[config.mk]
export PLATFORM = sky130hd
export DESIGN_NAME = riscv_mdu_flat
export DESIGN_NICKNAME = d
export VERILOG_FILES = /design/src/rtl/riscv_mdu_if.sv /design/src/rtl/riscv_mdu.sv /design/src/flat_wrapper.sv
export SDC_FILE = /design/constraint.sdc
export NUM_CORES = 1
export LEC_CHECK = 0
export ABC_AREA = 0
export CAP_MARGIN = 40
export CORE_MARGIN = 10
export CORE_UTILIZATION = 30
export DETAILED_ROUTE_END_ITERATION = 8
export SYNTH_ARGS = -nofsm -noshare
export SYNTH_HDL_FRONTEND = slang
export SYNTH_SLANG_ARGS = --single-unit
[constraint.sdc]
create_clock -name clk -period 9.7 [get_ports clk]
set_input_delay 1.94 -clock clk [delete_from_list [all_inputs] [get_ports clk]]
set_output_delay 1.94 -clock clk [all_outputs]
set_load 0.03 [all_outputs]
[src/rtl/riscv_mdu_if.sv]
// riscv_mdu_if: request/response bundle between the execute stage and the MDU.
//   start_i      request strobe (master -> mdu)
//   op_i         3-bit MDU opcode (master -> mdu)
//   op_a_i       rs1 value: multiplicand / dividend (master -> mdu)
//   op_b_i       rs2 value: multiplier / divisor (master -> mdu)
//   busy_o       unit occupied, pipeline must stall (mdu -> master)
//   valid_o      one-cycle result strobe (mdu -> master)
//   result_o     32-bit result, held until the next valid_o (mdu -> master)
interface riscv_mdu_if #(
  parameter int unsigned WORD_WIDTH   = 32,
  parameter int unsigned MDU_OP_WIDTH = 3
);
  logic                    start_i;
  logic [MDU_OP_WIDTH-1:0] op_i;
  logic [WORD_WIDTH-1:0]   op_a_i;
  logic [WORD_WIDTH-1:0]   op_b_i;
  logic                    busy_o;
  logic                    valid_o;
  logic [WORD_WIDTH-1:0]   result_o;

  modport master (
    output start_i, op_i, op_a_i, op_b_i,
    input  busy_o, valid_o, result_o
  );

  modport slave (
    input  start_i, op_i, op_a_i, op_b_i,
    output busy_o, valid_o, result_o
  );
endinterface

[src/rtl/riscv_mdu.sv]
// riscv_mdu: iterative RV32M multiply/divide unit.
//   clk   core clock, rising edge
//   rst   synchronous active-high reset
//   bus   riscv_mdu_if.slave: start_i/op_i/op_a_i/op_b_i in, busy_o/valid_o/result_o out
// Multiplies use 32-step shift-add, divides 32-step restoring division, both on
// unsigned magnitudes with the sign fixed up on the way into DONE. Divide by zero
// and signed overflow are resolved at acceptance and skip the iteration.
// Optional macro RISCV_MDU_FAST_MUL_EN: multiplies complete in one cycle through
// a 33x33 signed multiplier; division is unaffected.
module riscv_mdu #(
  parameter int unsigned WORD_WIDTH   = 32,
  parameter int unsigned MDU_OP_WIDTH = 3
) (
  input logic        clk,
  input logic        rst,
  riscv_mdu_if.slave bus
);

  localparam logic [MDU_OP_WIDTH-1:0] OpMul    = 3'b000;
  localparam logic [MDU_OP_WIDTH-1:0] OpMulh   = 3'b001;
  localparam logic [MDU_OP_WIDTH-1:0] OpMulhsu = 3'b010;
  localparam logic [MDU_OP_WIDTH-1:0] OpDiv    = 3'b100;
  localparam logic [MDU_OP_WIDTH-1:0] OpRem    = 3'b110;

  typedef enum logic [1:0] {StIdle, StCalc, StDone} state_e;

  state_e                  state_q;
  logic [MDU_OP_WIDTH-1:0] op_q;
  logic [WORD_WIDTH-1:0]   a_mag_q;
  logic [WORD_WIDTH-1:0]   b_mag_q;
  logic                    neg_q;
  logic [4:0]              cnt_q;
  // Multiply: {hi, lo} with lo preloaded with the multiplier.
  // Divide: low half is the dividend shifting out / quotient shifting in.
  logic [2*WORD_WIDTH-1:0] acc_q;
  logic [WORD_WIDTH-1:0]   rem_q;
  logic                    busy_q;
  logic                    valid_q;
  logic [WORD_WIDTH-1:0]   result_q;

  assign bus.busy_o   = busy_q;
  assign bus.valid_o  = valid_q;
  assign bus.result_o = result_q;

  // Acceptance-cycle decode
  logic                  in_is_div;
  logic                  in_a_signed;
  logic                  in_b_signed;
  logic                  in_a_neg;
  logic                  in_b_neg;
  logic [WORD_WIDTH-1:0] in_a_abs;
  logic [WORD_WIDTH-1:0] in_b_abs;
  logic                  in_div_zero;
  logic                  in_div_ovf;
  logic                  in_special;
  logic [WORD_WIDTH-1:0] in_special_res;
  logic                  in_neg;

  always_comb begin
    in_is_div   = bus.op_i[2];
    in_a_signed = (bus.op_i == OpMulh) || (bus.op_i == OpMulhsu) ||
                  (bus.op_i == OpDiv)  || (bus.op_i == OpRem);
    in_b_signed = (bus.op_i == OpMulh) || (bus.op_i == OpDiv) || (bus.op_i == OpRem);
    in_a_neg    = in_a_signed & bus.op_a_i[WORD_WIDTH-1];
    in_b_neg    = in_b_signed & bus.op_b_i[WORD_WIDTH-1];
    in_a_abs    = in_a_neg ? (~bus.op_a_i + 1'b1) : bus.op_a_i;
    in_b_abs    = in_b_neg ? (~bus.op_b_i + 1'b1) : bus.op_b_i;
    in_div_zero = in_is_div && (bus.op_b_i == '0);
    in_div_ovf  = ((bus.op_i == OpDiv) || (bus.op_i == OpRem)) &&
                  (bus.op_a_i == 32'h8000_0000) && (bus.op_b_i == 32'hFFFF_FFFF);
    in_special  = in_div_zero || in_div_ovf;
    // op_i[1] separates REM/REMU from DIV/DIVU
    if (in_div_zero) begin
      in_special_res = bus.op_i[1] ? bus.op_a_i : '1;
    end else begin
      in_special_res = bus.op_i[1] ? '0 : 32'h8000_0000;
    end
    // Remainder follows the dividend; product and quotient use the XOR.
    in_neg = (in_is_div && bus.op_i[1]) ? in_a_neg : (in_a_neg ^ in_b_neg);
  end

`ifdef RISCV_MDU_FAST_MUL_EN
  logic [2*WORD_WIDTH-1:0] fast_prod;
  logic [WORD_WIDTH-1:0]   fast_res;

  always_comb begin
    // 33-bit signed operands, evaluated in 64 bits; only the low 64 bits matter.
    fast_prod = {{WORD_WIDTH{in_a_signed & bus.op_a_i[WORD_WIDTH-1]}}, bus.op_a_i} *
                {{WORD_WIDTH{in_b_signed & bus.op_b_i[WORD_WIDTH-1]}}, bus.op_b_i};
    fast_res  = (bus.op_i == OpMul) ? fast_prod[WORD_WIDTH-1:0]
                                    : fast_prod[2*WORD_WIDTH-1:WORD_WIDTH];
  end
`endif

  // One iteration step of each datapath
  logic [WORD_WIDTH:0]     mul_sum;
  logic [2*WORD_WIDTH-1:0] mul_next;
  logic [2*WORD_WIDTH-1:0] mul_signed;
  logic [WORD_WIDTH-1:0]   mul_res;
  logic [WORD_WIDTH:0]     div_shift;
  logic [WORD_WIDTH:0]     div_trial;
  logic [WORD_WIDTH-1:0]   div_rem_next;
  logic [WORD_WIDTH-1:0]   div_quo_next;
  logic [WORD_WIDTH-1:0]   div_mag;
  logic [WORD_WIDTH-1:0]   div_res;
  logic [WORD_WIDTH-1:0]   calc_res;

  always_comb begin
    mul_sum  = {1'b0, acc_q[2*WORD_WIDTH-1:WORD_WIDTH]} +
               (acc_q[0] ? {1'b0, a_mag_q} : '0);
    mul_next = {mul_sum, acc_q[WORD_WIDTH-1:1]};

    // 33-bit partial remainder; a set top bit of the trial means "restore".
    div_shift    = {rem_q, acc_q[WORD_WIDTH-1]};
    div_trial    = div_shift - {1'b0, b_mag_q};
    div_rem_next = div_trial[WORD_WIDTH] ? div_shift[WORD_WIDTH-1:0]
                                         : div_trial[WORD_WIDTH-1:0];
    div_quo_next = {acc_q[WORD_WIDTH-2:0], ~div_trial[WORD_WIDTH]};

    // Final-step results, used on the edge that enters DONE
    mul_signed = neg_q ? (~mul_next + 1'b1) : mul_next;
    mul_res    = (op_q == OpMul) ? mul_signed[WORD_WIDTH-1:0]
                                 : mul_signed[2*WORD_WIDTH-1:WORD_WIDTH];
    div_mag    = op_q[1] ? div_rem_next : div_quo_next;
    div_res    = neg_q ? (~div_mag + 1'b1) : div_mag;
    calc_res   = op_q[2] ? div_res : mul_res;
  end

  always_ff @(posedge clk) begin
    if (rst) begin
      state_q  <= StIdle;
      op_q     <= '0;
      a_mag_q  <= '0;
      b_mag_q  <= '0;
      neg_q    <= 1'b0;
      cnt_q    <= '0;
      acc_q    <= '0;
      rem_q    <= '0;
      busy_q   <= 1'b0;
      valid_q  <= 1'b0;
      result_q <= '0;
    end else begin
      valid_q <= 1'b0;
      unique case (state_q)
        StIdle: begin
          if (bus.start_i) begin
            op_q    <= bus.op_i;
            a_mag_q <= in_a_abs;
            b_mag_q <= in_b_abs;
            neg_q   <= in_neg;
            cnt_q   <= '0;
            rem_q   <= '0;
            acc_q   <= {{WORD_WIDTH{1'b0}}, (in_is_div ? in_a_abs : in_b_abs)};
            busy_q  <= 1'b1;
            if (in_special) begin
              state_q  <= StDone;
              valid_q  <= 1'b1;
              result_q <= in_special_res;
`ifdef RISCV_MDU_FAST_MUL_EN
            end else if (!in_is_div) begin
              state_q  <= StDone;
              valid_q  <= 1'b1;
              result_q <= fast_res;
`endif
            end else begin
              state_q <= StCalc;
            end
          end
        end
        StCalc: begin
          acc_q <= op_q[2] ? {{WORD_WIDTH{1'b0}}, div_quo_next} : mul_next;
          rem_q <= div_rem_next;
          cnt_q <= cnt_q + 5'd1;
          if (cnt_q == 5'd31) begin
            state_q  <= StDone;
            valid_q  <= 1'b1;
            result_q <= calc_res;
          end
        end
        StDone: begin
          state_q <= StIdle;
          busy_q  <= 1'b0;
        end
        default: begin
          state_q <= StIdle;
          busy_q  <= 1'b0;
        end
      endcase
    end
  end

endmodule

[src/flat_wrapper.sv]
// flat-port wrapper written by rule: the top's interface ports become plain ports
module riscv_mdu_flat 
#(
  parameter int unsigned WORD_WIDTH   = 32,
  parameter int unsigned MDU_OP_WIDTH = 3
)
  (clk, rst, bus_start_i, bus_op_i, bus_op_a_i, bus_op_b_i, bus_busy_o, bus_valid_o, bus_result_o);
  riscv_mdu_if #(.WORD_WIDTH(WORD_WIDTH), .MDU_OP_WIDTH(MDU_OP_WIDTH)) bus_i ();
  input logic clk;
  input logic rst;
  input wire logic [$bits(bus_i.start_i)-1:0] bus_start_i;
  input wire logic [$bits(bus_i.op_i)-1:0] bus_op_i;
  input wire logic [$bits(bus_i.op_a_i)-1:0] bus_op_a_i;
  input wire logic [$bits(bus_i.op_b_i)-1:0] bus_op_b_i;
  output wire logic [$bits(bus_i.busy_o)-1:0] bus_busy_o;
  output wire logic [$bits(bus_i.valid_o)-1:0] bus_valid_o;
  output wire logic [$bits(bus_i.result_o)-1:0] bus_result_o;
  assign bus_i.start_i = bus_start_i;
  assign bus_i.op_i = bus_op_i;
  assign bus_i.op_a_i = bus_op_a_i;
  assign bus_i.op_b_i = bus_op_b_i;
  assign bus_busy_o = bus_i.busy_o;
  assign bus_valid_o = bus_i.valid_o;
  assign bus_result_o = bus_i.result_o;
  riscv_mdu #(.WORD_WIDTH(WORD_WIDTH), .MDU_OP_WIDTH(MDU_OP_WIDTH)) u_core (.clk(clk), .rst(rst), .bus(bus_i));
endmodule
## Yosys cells after proc, flatten, opt, wreduce, memory -nomap -nowiden

Cells that the tools add are included.

- Register bits after elaboration: 205
- Input bits: 70
- Output and inout bits: 34
- Logic and storage cells: 93

- Add/sub/neg operators: 7
- Eq/ne operators: 11
- Mux-type cells: 35
- Bitwise gates (word level): 9
- Reduce and logical (&&, ||, !) cells: 20

Operators by type and width:

| cell | number |
|---|---|
| $mux W32 | 16 |
| $mux W64 | 3 |
| $pmux W32 S2 | 2 |
| $pmux W64 S2 | 1 |
| $add A32 B1 Y32 const B | 3 |
| $not A32 Y32 | 3 |
| $add A64 B1 Y64 const B | 1 |
| $eq A32 B32 Y1 const B | 2 |
| $not A64 Y64 | 1 |
| $add A32 B33 Y33 | 1 |
| $sub A33 B32 Y33 | 1 |
| $logic_not A32 Y1 | 1 |
| $pmux W5 S2 | 1 |
| $reduce_and A2 Y1 | 4 |
| $logic_or A1 B1 Y1 | 7 |
| $eq A3 B3 Y1 const B | 2 |
| $mux W2 | 3 |
| $add A5 B1 Y5 const B | 1 |
| $eq A5 B5 Y1 const B | 1 |
| $mux W1 | 5 |
| $mux W5 | 1 |
| $logic_and A1 B1 Y1 | 4 |
| $ne A2 B1 Y1 const B | 2 |
| $pmux W1 S2 | 2 |
| other kinds (12) | 14 |

## Depth between registers and ports, before layout

Gate-level depths: netlist of run 1.

- Depth after elaboration: 9
- Gate-level depth with buffers: 24
- Gate-level depth less buffers: 21

## Worst setup path after synthesis of run 1

Ideal clock, no wire load.

- Path type: register -> register
- From: reg u_core.acc_q[31]
- To: reg u_core.result_q[24] (netlist: u_core.bus.result_o[24])
- Setup time: 0.114 ns
- Arrival: 5.050 ns
- Slack: 4.535 ns
- Cell stages (with the launch flop): 24
- Buffers on the path: 4
- Clock period less this slack: 5.165 ns
- Path through: dfxtp_1 -> inv_1 -> ha_1 -> inv_1 -> fa_1 -> a211oi_1 -> o211ai_1 -> a22o_1 -> o21ai_1 -> a21boi_2 -> buf_4 -> nor2_1 -> buf_2 -> buf_1 -> clkbuf_1 -> nor3_1 -> a21oi_1 -> ha_1 -> nand3_1 -> nor4_4 -> nor4b_4 -> a21oi_1 -> mux2i_1 -> a2111oi_0

- Word-level cells in the longest chain between the ends: 9
- Elaborated cells on any way between the ends: 14

Ends and longest elaborated chain:

| what | line | text |
|---|---|---|
| start, declared | riscv_mdu.sv:35 | `logic [2*WORD_WIDTH-1:0] acc_q;` |
| start signal, assigned | riscv_mdu.sv:153 | `acc_q <= {{WORD_WIDTH{1'b0}}, (in_is_div ? in_a_abs : in_b_abs)};` |
| start signal, assigned | riscv_mdu.sv:171 | `acc_q <= op_q[2] ? {{WORD_WIDTH{1'b0}}, div_quo_next} : mul_next;` |
| $sub A33 B32 Y33 | riscv_mdu.sv:115 | `div_trial = div_shift - {1'b0, b_mag_q};` |
| $mux W32 or $not A1 Y1 (tied branches) | riscv_mdu.sv:116, riscv_mdu.sv:118 |  |
| $mux W32 | riscv_mdu.sv:124 | `div_mag = op_q[1] ? div_rem_next : div_quo_next;` |
| $not A32 Y32 | riscv_mdu.sv:125 | `div_res = neg_q ? (~div_mag + 1'b1) : div_mag;` |
| $add A32 B1 Y32 | riscv_mdu.sv:125 |  |
| $mux W32 | riscv_mdu.sv:125 |  |
| $mux W32 (*) | riscv_mdu.sv:126 | `calc_res = op_q[2] ? div_res : mul_res;` |
| $mux W32 (*) | riscv_mdu.sv:174 | `if (cnt_q == 5'd31) begin` |
| $pmux W32 S2 (*) | riscv_mdu.sv:144 | `unique case (state_q)` |
| end signal, assigned | riscv_mdu.sv:158 | `result_q <= in_special_res;` |
| end signal, assigned | riscv_mdu.sv:177 | `result_q <= calc_res;` |
| end, declared | riscv_mdu.sv:39 | `logic [WORD_WIDTH-1:0] result_q;` |

Every way passes the cells marked *; elsewhere a longest branch is shown, timed or not. The select of a mux whose other input is x is not followed.
A chain may end at the register's enable or synchronous reset.

## Worst setup path after layout of run 1

- From: reg u_core.acc_q[31]
- To: reg u_core.result_q[12] (netlist: u_core.bus.result_o[12])

Same word-level chain as after synthesis.

==> results.txt, run 1 <==
Peak VDD IR: 0.000269 V
Sink Count: 205
Period utilization: 60.9%
Crit path required time: 10120 ps
Worst-path cell chain: inv_1 > ha_1 > inv_1 > fa_1 > a211oi_1 > o211ai_1 > a22o_1 > o21ai_1 > a21boi_2 > buf_6 > nor2_2 > nor3_1 > a21oi_1 > ha_1 > nand3_1 > nor4_4 > a21oi_1 > xor2_1 > a2111oi_0 > nor3_1
Syn Area/Cell: 7.27 µm²
Worst setup margin: 3790 ps
Skew-Pair Late Insertion Delay: 570 ps
Clock Tree Buf Depth: 3
I/O Buffers: 103
Setup Slack @ Placement: 3630 ps
Starting Density: 30.3%
Max Cap Viol: 0
Synth async-reset ratio: 0%
First-pass GRT wire length: 116000 µm
Root buf cell: clkbuf_16
Netlist Area Pre-Place: 17900 µm²
#FFs+latches synth: 205
Fmax: 169 MHz
RSZ-0062 raised after global routing: no
Top-level I/O count: 104
Synth-to-Final Area Change: 14.6%
Switching Fraction: 52.1%
Final ANT Viol Nets: 0
Worst path arrival time: 6320 ps
DR WL/cell: 24.1 µm
CP endpoint kind: register
Clk slew on worst S/H paths: 60 ps
Delay-heaviest family, CP: compound AO/OA/AOI/OAI gates
Pin count of the biggest net entering global routing: 79
# fillers: 6296
Share of the synthesized area in the top cell type: 22.9%
Worst-Margin Slew: 950 ps
Slew Limit Fails: 0
Mapped Cells: 2468
Via count: 19300
Final WL: 78700 µm
Status: finished clean
Buf+Inv Stages, Crit Path: 3
Fin. Hold Viols: 0
Max incr delay on CP: 820 ps
Post-synth EDFFs: 0
CP max-delay cell: a2111oi_0
Psw: 0.00306 W
GRT Resource Usage Total: 21.3%
Cts hold-fix bufs: 0
Vias per cell: 5.92
Leak Pwr: 7.62 nW
Commonest register cell after synthesis: dfxtp_1
Die Height: 265 µm
Final nets: 2612
TritonRoute pass-1 iters: 7
Final Wtd Congestion: 0.988
Final setup vio count: 0
Dpl hpwl: 60300 µm
Largest cells by area after synthesis: dfxtp_1 (23%), a21oi_1 (6.0%), nor2_1 (5.7%)
Max-slew headroom: 36.2%
Ratio of cells with drive above 1 in the final layout: 6.47%
CTS H-Tree Depth: 1
CTS buffer count: 27
Core region area: 59100 µm²
Total power: 0.00587 W
Seq/Total Area, Yosys: 22.9%
Clock skew: 18.4 ps
Worst-path fanout max: 15
Area leader, netlist: dfxtp_1
Power Density: 286 nW/µm²
Worst setup SP type: register
CTS tree: built
DRC viols: 0
PostCTS Resize Cnt: 0
Reg power frac: 18.7%
Area of the die: 70000 µm²
Internal power: 0.00281 W
Vias in the first global route: 18200
Syn_nets: 2611
Post-CTS setup buffers: 0
Drt first-iter violations: 1922
Number of antenna violations at the first check in global routing: 4
Die X: 265 µm
GRT overflow: 0
Worst min-delay path category: reg2reg
Comb pwr share: 64.0%
Minimum clock period: 5910 ps
Sum Neg Setup Slack: 0 ps
Yosys warns: 0
Yosys cell types: 95
Clk network pwr share: 17.3%
Standard-cell rows: 89
Crit Path Class: reg2reg
-- metal layers --
layer | track usage [%] | routed length, µm
met5 | 0 | 35
met4 | 10.6 | 4120
met3 | 5.06 | 7230
met2 | 32.0 | 33300
met1 | 28.1 | 33900
-- cell usage after synthesis, drive strengths merged, types with 28 or more instances --
master  number
clkbuf     142
xor2        78
a22oi       40
a211oi      62
o31ai       32
buf         36
ha          71
nor2       273
dfxtp      205
nand2b      35
and2        44
o21ai      197
mux2i       91
a21o        33
nor3        82
inv         68
a31oi       34
xnor2       91
a21oi      215
nor4        28
nand4       30
nand3       34
nand2      222
or3         30
-- worst reg2reg max path: cells and delay by family, from the launching register on --
kind,cells,cell delay [ps]
AOI/OAI and AO/OA,8,2650
xor gates and xnor gates,1,220
adders and majority gates,3,930
buffers and inverters,3,420
DFF,1,400
and+or+nand+nor,5,1150
-- power by group through the flow --
stage | clock, W | sequential, W | combinational [W]
final | 0.00102 | 0.00110 | 0.00376
after global placement | 0 | 0.00111 | 0.00365
after floorplan | 0 | 0.00103 | 0.00264
after global routing | 0.00106 | 0.00111 | 0.00407
after detailed placement | 0 | 0.00111 | 0.00366
after CTS | 0.00103 | 0.00109 | 0.00368
-- cell type report --
| type | count | area (µm²) | share of cell area (%) |
|---|---|---|---|
| clock inverters | 12 | 120 | 0.584 |
| repair buffers | 150 | 1410 | 6.85 |
| multi-input cells | 2017 | 12900 | 63.0 |
| well taps | 773 | 967 | 4.71 |
| flip-flops and latches | 205 | 4110 | 20.0 |
| clock buffers | 36 | 749 | 3.65 |
| inverters | 68 | 255 | 1.24 |
| diodes | 1 | 2.50 | 0.0122 |
-- through the flow --
stage / hold WS, ps / utilization (%) / std cells / area (µm²)
global route: 476 / 34.8 / 3261 / 20600
floorplan: 417 / - / 2468 / 17900
detailed placement: 438 / 33.2 / 3209 / 19700
CTS: 451 / 34.7 / 3257 / 20500
global placement: 435 / 33.0 / 3198 / 19500
finish: 448 / 34.8 / 3262 / 20600
-- cell usage in the layout, fill, tap and decap left out, drive strengths merged, types with 9 or more instances in the layout --
| master | count |
|---|---|
| a2111oi | 9 |
| a211o | 11 |
| a211oi | 62 |
| a21o | 33 |
| a21oi | 215 |
| a22oi | 40 |
| a311oi | 11 |
| a31oi | 34 |
| and2 | 44 |
| and3 | 20 |
| buf | 47 |
| clkbuf | 37 |
| clkdlybuf4s50 | 101 |
| clkinv | 9 |
| dfxtp | 205 |
| ha | 71 |
| inv | 68 |
| mux2i | 91 |
| nand2 | 222 |
| nand2b | 35 |
| nand3 | 34 |
| nand4 | 30 |
| nor2 | 273 |
| nor2b | 23 |
| nor3 | 82 |
| nor4 | 28 |
| o211ai | 26 |
| o21a | 11 |
| o21ai | 197 |
| o31ai | 32 |
| o41ai | 17 |
| or2 | 15 |
| or3 | 30 |
| or4 | 19 |
| xnor2 | 91 |
| xor2 | 78 |
-- path summary, 6_finish.rpt --
path	startpoint	end	slack [ps]	cells past startpoint
max	u_core.acc_q[31]	u_core.bus.result_o[12]	3790	20
min	u_core.a_mag_q[30]	u_core.a_mag_q[30]	450	2
max reg2reg	u_core.acc_q[31]	u_core.bus.result_o[12]	3790	20
min reg2reg	u_core.a_mag_q[30]	u_core.a_mag_q[30]	450	2
-- kinds of logic after synthesis --
family | Yosys count | share of synthesized area [%]
buf+inv | 246 | 5.28
compound gates | 788 | 28.4
fa+ha+maj | 73 | 5.17
simple gates | 889 | 24.4
xor+xnor | 169 | 8.29
mux | 98 | 5.60
flops | 205 | 22.9
-- sequential cells by signal (all words and copies together) (netlist names) --
name                 count
u_core.acc_q            64
u_core.a_mag_q          32
u_core.b_mag_q          32
u_core.bus.result_o     32
u_core.rem_q            32
u_core.cnt_q             5
u_core.op_q              3
u_core.state_q           2
u_core.bus.busy_o        1
u_core.bus.valid_o       1
u_core.neg_q             1
Power figures use the tool's default switching activity.
==> run 2, diff against run 1 <==
Clock period 9.7 ns to 5.7 ns, I/O delays scaled along.
==> results.txt, run 2 (synthesis results as in run 1) <==
Final ANT Viol Nets: 0
CTS tree: built
CP endpoint kind: register
Crit path required time: 6180 ps
Worst-Margin Slew: 964 ps
Slew Limit Fails: 0
Core region area: 59100 µm²
Die X: 265 µm
Starting Density: 30.3%
Root buf cell: clkbuf_16
Clock skew: 15.4 ps
RSZ-0062 raised after global routing: no
Worst min-delay path category: reg2reg
Final nets: 2623
Area of the die: 70000 µm²
Period utilization: 92.4%
Total power: 0.0104 W
Max FFs per register: 64
Clock Tree Buf Depth: 3
Crit Path Class: reg2reg
Vias per cell: 5.92
Power Density: 502 nW/µm²
Commonest cells after routing, fill and taps aside: nor2_1 (270), nand2_1 (221), a21oi_1 (214)
Internal power: 0.00510 W
Final Wtd Congestion: 0.985
CTS buffer count: 27
Sum Neg Setup Slack: 0 ps
Ratio of cells with drive above 1 in the final layout: 6.96%
Dpl hpwl: 59600 µm
Number of antenna violations at the first check in global routing: 1
GRT Resource Usage Total: 21.2%
Post-CTS setup buffers: 0
Final setup vio count: 0
Minimum clock period: 5270 ps
Skew-Pair Late Insertion Delay: 570 ps
Worst setup SP type: register
Sink Count: 205
PostCTS Resize Cnt: 0
Final Non-Filler Cells: 3274
Cts hold-fix bufs: 0
I/O Buffers: 103
Max-slew headroom: 35.7%
Leak Pwr: 7.72 nW
Reg power frac: 18.1%
First-pass GRT wire length: 116000 µm
Via count: 19400
# fillers: 6249
Commonest non-fill, non-tap cell in the layout: nor2_1
Peak VDD IR: 0.000682 V
Top-level I/O count: 104
Drt first-iter violations: 2200
Largest register by flop count: u_core.acc_q
Fmax: 190 MHz
Fin. Hold Viols: 0
DR WL/cell: 23.7 µm
Worst path arrival time: 5750 ps
Worst-path fanout max: 22
TritonRoute pass-1 iters: 6
Clk network pwr share: 18.2%
Die Height: 265 µm
Synth-to-Final Area Change: 15.5%
CTS H-Tree Depth: 1
Vias in the first global route: 18600
DRC viols: 0
Final WL: 77700 µm
Max Cap Viol: 0
Placed cells: 3224
Pin count of the biggest net entering global routing: 82
Psw: 0.00531 W
Clk slew on worst S/H paths: 70 ps
Comb pwr share: 63.8%
Switching Fraction: 51.0%
Status: finished clean
Standard-cell rows: 89
GRT overflow: 0
-- run 2: layout make-up --
| class | count | area, µm² | share of cell area [%] |
|---|---|---|---|
| diodes | 1 | 2.50 | 0.0121 |
| clock buffers | 34 | 742 | 3.58 |
| clock inverters | 15 | 213 | 1.03 |
| inverters | 68 | 255 | 1.23 |
| multi-input cells | 2017 | 12900 | 62.4 |
| flip-flops and latches | 205 | 4110 | 19.8 |
| well taps | 773 | 967 | 4.67 |
| repair buffers | 161 | 1500 | 7.21 |
-- run 2: layer usage --
layer,part of all wire [%],vias up,GRT usage [%]
met3,8.8,207,4.57
met1,43,9229,27.3
met2,43,908,32.6
met4,5.6,0,11.3
met5,0,-,0
li1,-,9043,-
-- run 2: power groups by stage --
stage / sequential, W / combinational [W] / clock [W]
final: 0.00188 / 0.00664 / 0.00189
after global routing: 0.00190 / 0.00716 / 0.00197
after CTS: 0.00187 / 0.00648 / 0.00192
after detailed placement: 0.00190 / 0.00645 / 0
after global placement: 0.00189 / 0.00640 / 0
after floorplan: 0.00175 / 0.00449 / 0
-- run 2: critical path, stage by stage (launching register included) --
cell and delay (ps):
dfxtp_1 330, buf_4 200, and2_1 200, fa_1 440, a21o_1 220, a311oi_1 440
o21ai_1 270, xor2_1 250, or4_1 460, or4_1 710, nor3_2 530, a41oi_1 250
xnor2_1 210, a221oi_1 270, nand3_1 180, a211oi_1 240
-- run 2: through the flow --
| stage | instance area [µm²] | util, % | worst slack (ps) | hold WS (ps) |
|---|---|---|---|---|
| 2_1_floorplan | 17900 | - | 535 | 417 |
| 3_3_place_gp | 19700 | 33.4 | 532 | 436 |
| 3_5_place_dp | 19800 | 33.4 | 561 | 437 |
| 4_1_cts | 20700 | 35.0 | 514 | 450 |
| 5_1_grt | 20700 | 35.0 | 155 | 475 |
| 6_report | 20700 | 35.0 | 431 | 446 |
-- run 2: path summary, 6_finish.rpt --
kind                           start                       to  slack [ps]  cells after the start
setup / recovery     u_core.acc_q[0]  u_core.bus.result_o[29]         430                     15
hold / removal    u_core.a_mag_q[17]       u_core.a_mag_q[17]         450                      2
setup reg to reg     u_core.acc_q[0]  u_core.bus.result_o[29]         430                     15
hold reg to reg   u_core.a_mag_q[17]       u_core.a_mag_q[17]         450                      2
==> run 3, diff against run 2 <==
Settings changed: CORE_MARGIN 10 to 3.
==> results.txt, run 3 (synthesis results as in run 1) <==
Status: finished clean
CTS buffer count: 27
Standard-cell rows: 89
Via count: 19400
Max FFs per register: 64
Cts hold-fix bufs: 0
Clock skew: 23.6 ps
Post-CTS setup buffers: 0
Worst path arrival time: 5740 ps
CP max-delay cell: or4_1
Drt first-iter violations: 2027
Sink Count: 205
Clk slew on worst S/H paths: 60 ps
ANT cells: 0
Synth-to-Final Area Change: 15.3%
GRT Resource Usage Total: 23.7%
Leak Pwr: 7.72 nW
Ratio of cells with drive above 1 in the final layout: 7.02%
Vias per cell: 5.91
Delay-heaviest family, CP: simple AND/OR/NAND/NOR gates
DR WL/cell: 23.7 µm
CTS tree: built
Peak VDD IR: 0.000597 V
Core region area: 59100 µm²
Dpl hpwl: 60200 µm
Root buf cell: clkbuf_16
Max incr delay on CP: 710 ps
Worst-Margin Slew: 942 ps
Crit Path Class: reg2reg
Worst-path cell chain: and2_1 > ha_1 > fa_1 > a21o_1 > a311oi_1 > o21ai_1 > xor2_1 > or4_1 > or4_1 > nor3_2 > a31oi_1 > xor2_1 > a2111oi_2 > a31oi_1 > a21oi_1
Final nets: 2634
Die Height: 251 µm
Die X: 251 µm
Max-slew headroom: 36.7%
Top-level I/O count: 104
Fin. Hold Viols: 0
CP endpoint kind: register
Largest register by flop count: u_core.acc_q
Vias in the first global route: 18100
Final ANT Viol Nets: 0
Final Wtd Congestion: 0.992
Placed Instance Area: 19800 µm²
Final setup vio count: 0
Final Non-Filler Cells: 3280
Period utilization: 92.4%
Worst min-delay path category: reg2reg
Pin count of the biggest net entering global routing: 73
Fmax: 190 MHz
PostCTS Resize Cnt: 0
Minimum clock period: 5270 ps
RSZ-0062 raised after global routing: no
Slew Limit Fails: 0
Placed cells: 3234
Final core utilization: 35.0%
Final WL: 77800 µm
GRT overflow: 0
Max Cap Viol: 0
CTS H-Tree Depth: 1
I/O Buffers: 103
Commonest non-fill, non-tap cell in the layout: nor2_1
Worst-path fanout max: 10
TritonRoute pass-1 iters: 6
First-pass GRT wire length: 115000 µm
Starting Density: 30.3%
Worst setup SP type: register
Skew-Pair Late Insertion Delay: 570 ps
Commonest cells after routing, fill and taps aside: nor2_1 (270), nand2_1 (221), a21oi_1 (214)
Area of the die: 62800 µm²
Sum Neg Setup Slack: 0 ps
Crit path required time: 6180 ps
Clock Tree Buf Depth: 3
Power Density: 498 nW/µm²
Buf+Inv Stages, Crit Path: 0
DRC viols: 0
Design area: 20700 µm²
Number of antenna violations at the first check in global routing: 0
-- run 3: changes by cell type in the layout (fill, tap and decap cells not counted) --
cell | before | now
bufinv_16 | 5 | 3
or3_2 | 0 | 1
buf_16 | 1 | 0
buf_4 | 56 | 65
or3_1 | 30 | 29
buf_8 | 0 | 1
buf_2 | 1 | 3
diode_2 | 1 | 0
clkinv_2 | 6 | 2
clkinv_4 | 2 | 0
clkbuf_1 | 3 | 9
clkinvlp_4 | 2 | 0
-- run 3: area by class of cell --
type | instances | area [µm²]
clock inverter | 5 | 100
timing repair buffer | 172 | 1560
clock buffer | 40 | 764
multi-input combinational | 2017 | 12900
fill | 6242 | 38400
sequential | 205 | 4110
tap | 773 | 967
inverter | 68 | 255
-- run 3: routing by layer --
layer	part of all wire (%)	vias to the layer above	GRT usage [%]
met3	8.7	189	4.76
li1	-	9052	-
met4	6.0	0	12.9
met5	0	-	0
met1	43	9244	31.3
met2	42	900	36.3
-- run 3: where the power goes --
group / total [W] / leakage, nW / switching (W) / internal, W
Clock: 0.00174 / 0.422 / 0.000693 / 0.00105
Combinational: 0.00668 / 5.62 / 0.00428 / 0.00240
Sequential: 0.00189 / 1.67 / 0.000274 / 0.00161
Total: 0.0103 / 7.72 / 0.00524 / 0.00506
-- run 3: worst register-to-register path: cells and delay by family, from the launching register on --
family | cells | cell delay [ps]
xor gates and xnor gates | 2 | 470
AOI/OAI and AO/OA | 7 | 1760
DFF | 1 | 410
and+or+nand+nor | 4 | 1910
adders and majority gates | 2 | 640
-- run 3: stage by stage --
step           power (W)  hold WS, ps  setup WS [ps]
2_1_floorplan    0.00625          417            535
3_3_place_gp     0.00834          436            219
3_5_place_dp     0.00838          436            311
4_1_cts           0.0102          448            533
5_1_grt           0.0109          477            101
6_report          0.0103          446            432
-- run 3: worst paths after layout --
| check | cells after the start | start | to | slack (ps) |
|---|---|---|---|---|
| min reg2reg | 2 | u_core.a_mag_q[14] | u_core.a_mag_q[14] | 450 |
| max | 15 | u_core.acc_q[0] | u_core.bus.result_o[27] | 430 |
| max reg2reg | 15 | u_core.acc_q[0] | u_core.bus.result_o[27] | 430 |
| min | 2 | u_core.a_mag_q[14] | u_core.a_mag_q[14] | 450 |
